===== config.mk =====
export PLATFORM = sky130hd
export DESIGN_NAME = pattern_ser_tx
export DESIGN_NICKNAME = d
export VERILOG_FILES = /design/src/rtl/pattern_tx_pkg.sv /design/src/rtl/pattern_ser_tx.sv
export SDC_FILE = /design/constraint.sdc
export NUM_CORES = 1
export LEC_CHECK = 0
export BUFFER_PORTS_ARGS = -buffer_cell sky130_fd_sc_hd__buf_2
export CORE_AREA = 2 2 57 59
export CTS_CLUSTER_DIAMETER = 30
export DETAILED_ROUTE_END_ITERATION = 12
export DIE_AREA = 0 0 59 61
export PLACE_DENSITY = 0.65
export SKIP_CTS_REPAIR_TIMING = 1
export SYNTH_ARGS = -nofsm -noshare
export SYNTH_HDL_FRONTEND = slang
export SYNTH_SLANG_ARGS = --single-unit
export TNS_END_PERCENT = 1

===== constraint.sdc =====
create_clock -name clock -period 3.1 [get_ports clock]
set_input_delay 0.155 -clock clock [delete_from_list [all_inputs] [get_ports clock]]
set_output_delay 0.155 -clock clock [all_outputs]
set_load 0.01 [all_outputs]

===== src/rtl/pattern_tx_pkg.sv =====
// Shared definitions for the serial pattern transmitter: default sizes and
// FSM state encoding, also used by bench-side monitors.
package pattern_tx_pkg;

    localparam int unsigned PW_DEF  = 4;
    localparam int unsigned CW_DEF  = 4;
    localparam int unsigned GAP_DEF = 2;

    localparam logic [1:0] ST_IDLE = 2'd0;
    localparam logic [1:0] ST_SEND = 2'd1;
    localparam logic [1:0] ST_GAP  = 2'd2;
    localparam logic [1:0] ST_DONE = 2'd3;

    typedef enum logic [1:0] {
        S_IDLE = ST_IDLE,
        S_SEND = ST_SEND,
        S_GAP  = ST_GAP,
        S_DONE = ST_DONE
    } state_e;

endpackage


===== src/rtl/pattern_ser_tx.sv =====
// Serial pattern transmitter: sends a programmable pattern MSB-first, repeated
// count times, either back-to-back or separated by GAP idle bit-times.
module pattern_ser_tx
    import pattern_tx_pkg::*;
#(
    parameter int unsigned PW  = PW_DEF,
    parameter int unsigned CW  = CW_DEF,
    parameter int unsigned GAP = GAP_DEF
) (
    input  logic          clock,
    input  logic          rst,
    input  logic [PW-1:0] pattern,
    input  logic          p_load,
    input  logic          overlap,
    input  logic          o_load,
    input  logic [CW-1:0] count,
    input  logic          start,
    output logic          ser_out,
    output logic          valid,
    output logic          mark,
    output logic          busy,
    output logic          done
);

    localparam int unsigned IW = (PW > 1) ? $clog2(PW) : 1;
    localparam int unsigned GW = $clog2(GAP + 1);

    state_e         r_state;
    logic [PW-1:0]  r_pat;
    logic           r_ovl;
    logic [IW-1:0]  r_idx;
    logic [CW-1:0]  r_reps;
    logic [GW-1:0]  r_gap;

    state_e         w_state_next;
    logic [IW-1:0]  w_idx_next;
    logic [CW-1:0]  w_reps_next;
    logic [GW-1:0]  w_gap_next;
    logic           w_cfg_en;

    // Configuration may only change between frames.
    assign w_cfg_en = (r_state == S_IDLE) || (r_state == S_DONE);

    // State and counter registers.
    always_ff @(posedge clock) begin
        if (rst) begin
            r_state <= S_IDLE;
            r_pat   <= '0;
            r_ovl   <= 1'b0;
            r_idx   <= IW'(PW - 1);
            r_reps  <= '0;
            r_gap   <= '0;
        end else begin
            r_state <= w_state_next;
            r_idx   <= w_idx_next;
            r_reps  <= w_reps_next;
            r_gap   <= w_gap_next;
            if (w_cfg_en && p_load) begin
                r_pat <= pattern;
            end
            if (w_cfg_en && o_load) begin
                r_ovl <= overlap;
            end
        end
    end

    // Next-state and counter update.
    always_comb begin
        w_state_next = r_state;
        w_idx_next   = r_idx;
        w_reps_next  = r_reps;
        w_gap_next   = r_gap;
        case (r_state)
            S_IDLE, S_DONE: begin
                w_state_next = S_IDLE;
                if (start) begin
                    if (count != '0) begin
                        w_reps_next  = count;
                        w_idx_next   = IW'(PW - 1);
                        w_state_next = S_SEND;
                    end else begin
                        w_state_next = S_DONE;
                    end
                end
            end
            S_SEND: begin
                if (r_idx != '0) begin
                    w_idx_next = r_idx - IW'(1);
                end else begin
                    w_idx_next = IW'(PW - 1);
                    if (r_reps > CW'(1)) begin
                        w_reps_next = r_reps - CW'(1);
                        if (r_ovl) begin
                            w_state_next = S_SEND;
                        end else begin
                            w_state_next = S_GAP;
                            w_gap_next   = GW'(GAP - 1);
                        end
                    end else begin
                        w_state_next = S_DONE;
                    end
                end
            end
            S_GAP: begin
                if (r_gap != '0) begin
                    w_gap_next = r_gap - GW'(1);
                end else begin
                    w_state_next = S_SEND;
                    w_idx_next   = IW'(PW - 1);
                end
            end
            default: begin
                w_state_next = S_IDLE;
            end
        endcase
    end

    // Outputs decoded purely from registered state.
    always_comb begin
        ser_out = 1'b0;
        valid   = 1'b0;
        mark    = 1'b0;
        busy    = 1'b0;
        done    = 1'b0;
        case (r_state)
            S_SEND: begin
                ser_out = r_pat[r_idx];
                valid   = 1'b1;
                busy    = 1'b1;
                mark    = (r_idx == '0);
            end
            S_GAP: begin
                busy = 1'b1;
            end
            S_DONE: begin
                done = 1'b1;
            end
            default: begin
                busy = 1'b0;
            end
        endcase
    end

endmodule


==> results.cfg <==
[placement]
total_half_perimeter_wirelength_after_legalization_and_detailed_placement_um = 1770
minimum_setup_slack_after_placement_ns = 1.22
placement.io_buffers = 18
detailed_place.area_um2 = 1120
final_estimated_routing_congestion_in_global_placement = 0.929

[drt]
routed-via-count = 918
detail_route.wl_per_cell_um = 12.9
vias_per_cell = 5.37
drt_wl_total_um = 2200
drt_first_iter_violations = 25
detailedRoute.firstPassIterationCount = 4
drc = 0
antenna_left = 0

[logic_synthesis]
synth-seq-area-share = 0.299
post_synth_inst_count = 120
synth.cell_area_um2 = 1010
postSynth.asyncResetShare = 0
yosysWarnings = 0
synth_ff_type = dfxtp_1
edff_count_synth = 0
syn_area_per_cell_um2 = 8.38
ys_types = 37
synth.net_count = 141
synth-seq-cells = 15

[cells_and_area]
postLayoutCellArea_um2 = 1150
finalNetCount = 160
n_antenna_cell = 0
post_route_cells_drive_above_1_share = 0.239
synthToLayoutAreaGrowth_pct = 13.9
final_util = 0.388

[setup_path]
ff2ff_path_depth = 5
worst_setup_path_start_kind = flop
setup.worst_path.class = reg -> reg
arrival_time_of_the_worst_setup_path_ns = 2.12
crit_start = r_state[0]$_SDFFE_PP0P_
critical-path-top-delay-family = adder cells
r2r_end = r_reps[0]$_SDFFE_PP0P_
worst_path_max_delay_cell = ha_1
r2r_setup_slack_ns = 1.17
crit_chain = ha_1, clkinv_1, nand2_1, a211oi_2, o221a_1
cp_data_required_time_ns = 3.29
reg2reg_from = r_state[0]$_SDFFE_PP0P_
critPathMaxFanout = 19
critPathMaxStageDelay_ns = 0.57
timing.critical_path.buf_inv = 1
endpoint_kind = flop
critical_path_depth = 5
critical_path.endpoint = r_reps[0]$_SDFFE_PP0P_

[die]
floorplan.initialDensity = 0.341
die_w_um = 59
num_io_pins = 19
core.rowCount = 20
die_y_um = 61
die_area_um2 = 3600
core_area_um2 = 2950

[clocking]
cts_buffers = 3
clk_pin_slew_ns = 0.09
ctsLongestPathBuffers = 2
worstSkewPairLatency_ns = 0.29
cts_num_sinks = 15
cts_tree = done
cts_root_buffer = clkbuf_4
htree_levels = 1

[timing]
period_needed_ns = 1.93
finalWorstSetupSlack_ns = 1.17
rsz0062_at_grt = false
finalSetupViolations = 0
slew_headroom = 0.585
timing.setup.tns_ns = 0
clock-skew-final_ns = 0.00453
achievable-frequency_mhz = 517
finalCritPeriodShare = 0.623
tightest_slew_ns = 0.622
hold_viol = 0
finalMaxSlewViolations = 0

[global_routing]
total_global_routing_overflow = 0
grt_antenna_before_repair = 0
grt_first_pass_wirelength_um = 3930
grt_start_max_net_pins = 20
combined_global_route_utilization_of_all_metal_layers = 0.147
via_count_of_the_first_global_routing_pass = 867

[min_path]
min-delay-path-class = in -> reg
worst_hold_path.num_cells = 3

[run_status]
outcome = finished, final reports clean

[power_and_ir_drop]
ir_worst_vdd_mv = 0.292
power_per_cell_area_nw_per_um2 = 853
total_leakage_power_uw = 0.000503

[job]
max_cap_violations = 0
cells by family after synthesis:
group / share of synthesized area
AO/OA/AOI/OAI: 0.284
multiplexers: 0.0522
buffers and inverters: 0.0709
AND/OR/NAND/NOR: 0.208
flip-flops: 0.299
adder cells (fa/ha/maj): 0.0871
how the worst min path moves through the flow:
stage	start	to	slack [ns]
after floorplan	pattern[0]	r_pat[0]$_SDFFE_PP0P_	0.30
after global placement	overlap	r_ovl$_SDFFE_PP0P_	0.41
after detailed placement	pattern[2]	r_pat[2]$_SDFFE_PP0P_	0.42
after CTS	pattern[2]	r_pat[2]$_SDFFE_PP0P_	0.1
after global routing	pattern[2]	r_pat[2]$_SDFFE_PP0P_	0.09
final	pattern[3]	r_pat[3]$_SDFFE_PP0P_	0.10
worst reg2reg max path, delay by kind of cell, from the launching register on:
kind / cells / cell delay [ns]
adders and majority gates: 1 / 0.57
DFF: 1 / 0.39
AOI/OAI and AO/OA: 2 / 0.35
buffers and inverters: 1 / 0.27
and+or+nand+nor: 1 / 0.24
through the flow:
stage | std cells | hold WS (ns) | power [uW]
after global routing | 171 | 0.0942 | 1070
after floorplan | 120 | 0.302 | 748
after global placement | 167 | 0.408 | 844
final | 171 | 0.105 | 978
after detailed placement | 167 | 0.417 | 865
after CTS | 171 | 0.0988 | 981
per-layer routing:
metal | part of all wire | wire length [um] | vias to the layer above | GRT usage
li1 | - | - | 468 | -
met1 | 0.46 | 1010 | 428 | 0.177
met2 | 0.48 | 1070 | 17 | 0.251
met3 | 0.041 | 91 | 5 | 0.0384
met4 | 0.016 | 36 | 0 | 0.0584
met5 | 0 | 0 | - | 0
cells in the mapped netlist (all sizes together), types with 2 or more instances:
master,number,area share
buf,2,0.011
mux2i,3,0.030
nor2,6,0.030
o21ai,5,0.036
a221oi,2,0.017
a2bb2oi,2,0.017
and2,3,0.024
nand2,17,0.063
nand2b,2,0.012
a211oi,4,0.040
clkbuf,2,0.0075
inv,13,0.049
nor2b,2,0.012
nand3,9,0.045
ha,7,0.087
o32ai,3,0.026
dfxtp,15,0.30
a21o,2,0.022
a21oi,7,0.035
a31oi,3,0.019
registers in the layout (all words and copies together), names as in the netlist:
register  cells
r_pat         4
r_reps        4
r_gap         2
r_idx         2
r_state       2
r_ovl         1
final cells by class:
type / count / area [um2]
repair buffers: 18 / 90.1
flip-flops and latches: 15 / 300
multi-input cells: 87 / 634
clock buffers: 3 / 22.5
clock inverters: 1 / 5.00
fillers: 320 / 1810
well taps: 33 / 41.3
inverters: 14 / 52.6
power breakdown:
part           total, uW  internal, uW  switching (uW)
Sequential           294           250            44.9
Clock                114          48.1            66.0
Combinational        570           238             332
layout by cell type, fill, tap and decap left out, drive strengths merged, types with 3 or more instances in the layout:
cell type / instances
a31oi: 3
inv: 13
a211oi: 4
buf: 18
and2: 3
nand3: 9
a21oi: 7
nand2: 17
nor2: 6
o21ai: 5
dfxtp: 15
clkbuf: 3
mux2i: 3
o32ai: 3
ha: 7
No activity file was read; power rests on OpenSTA's default activity.
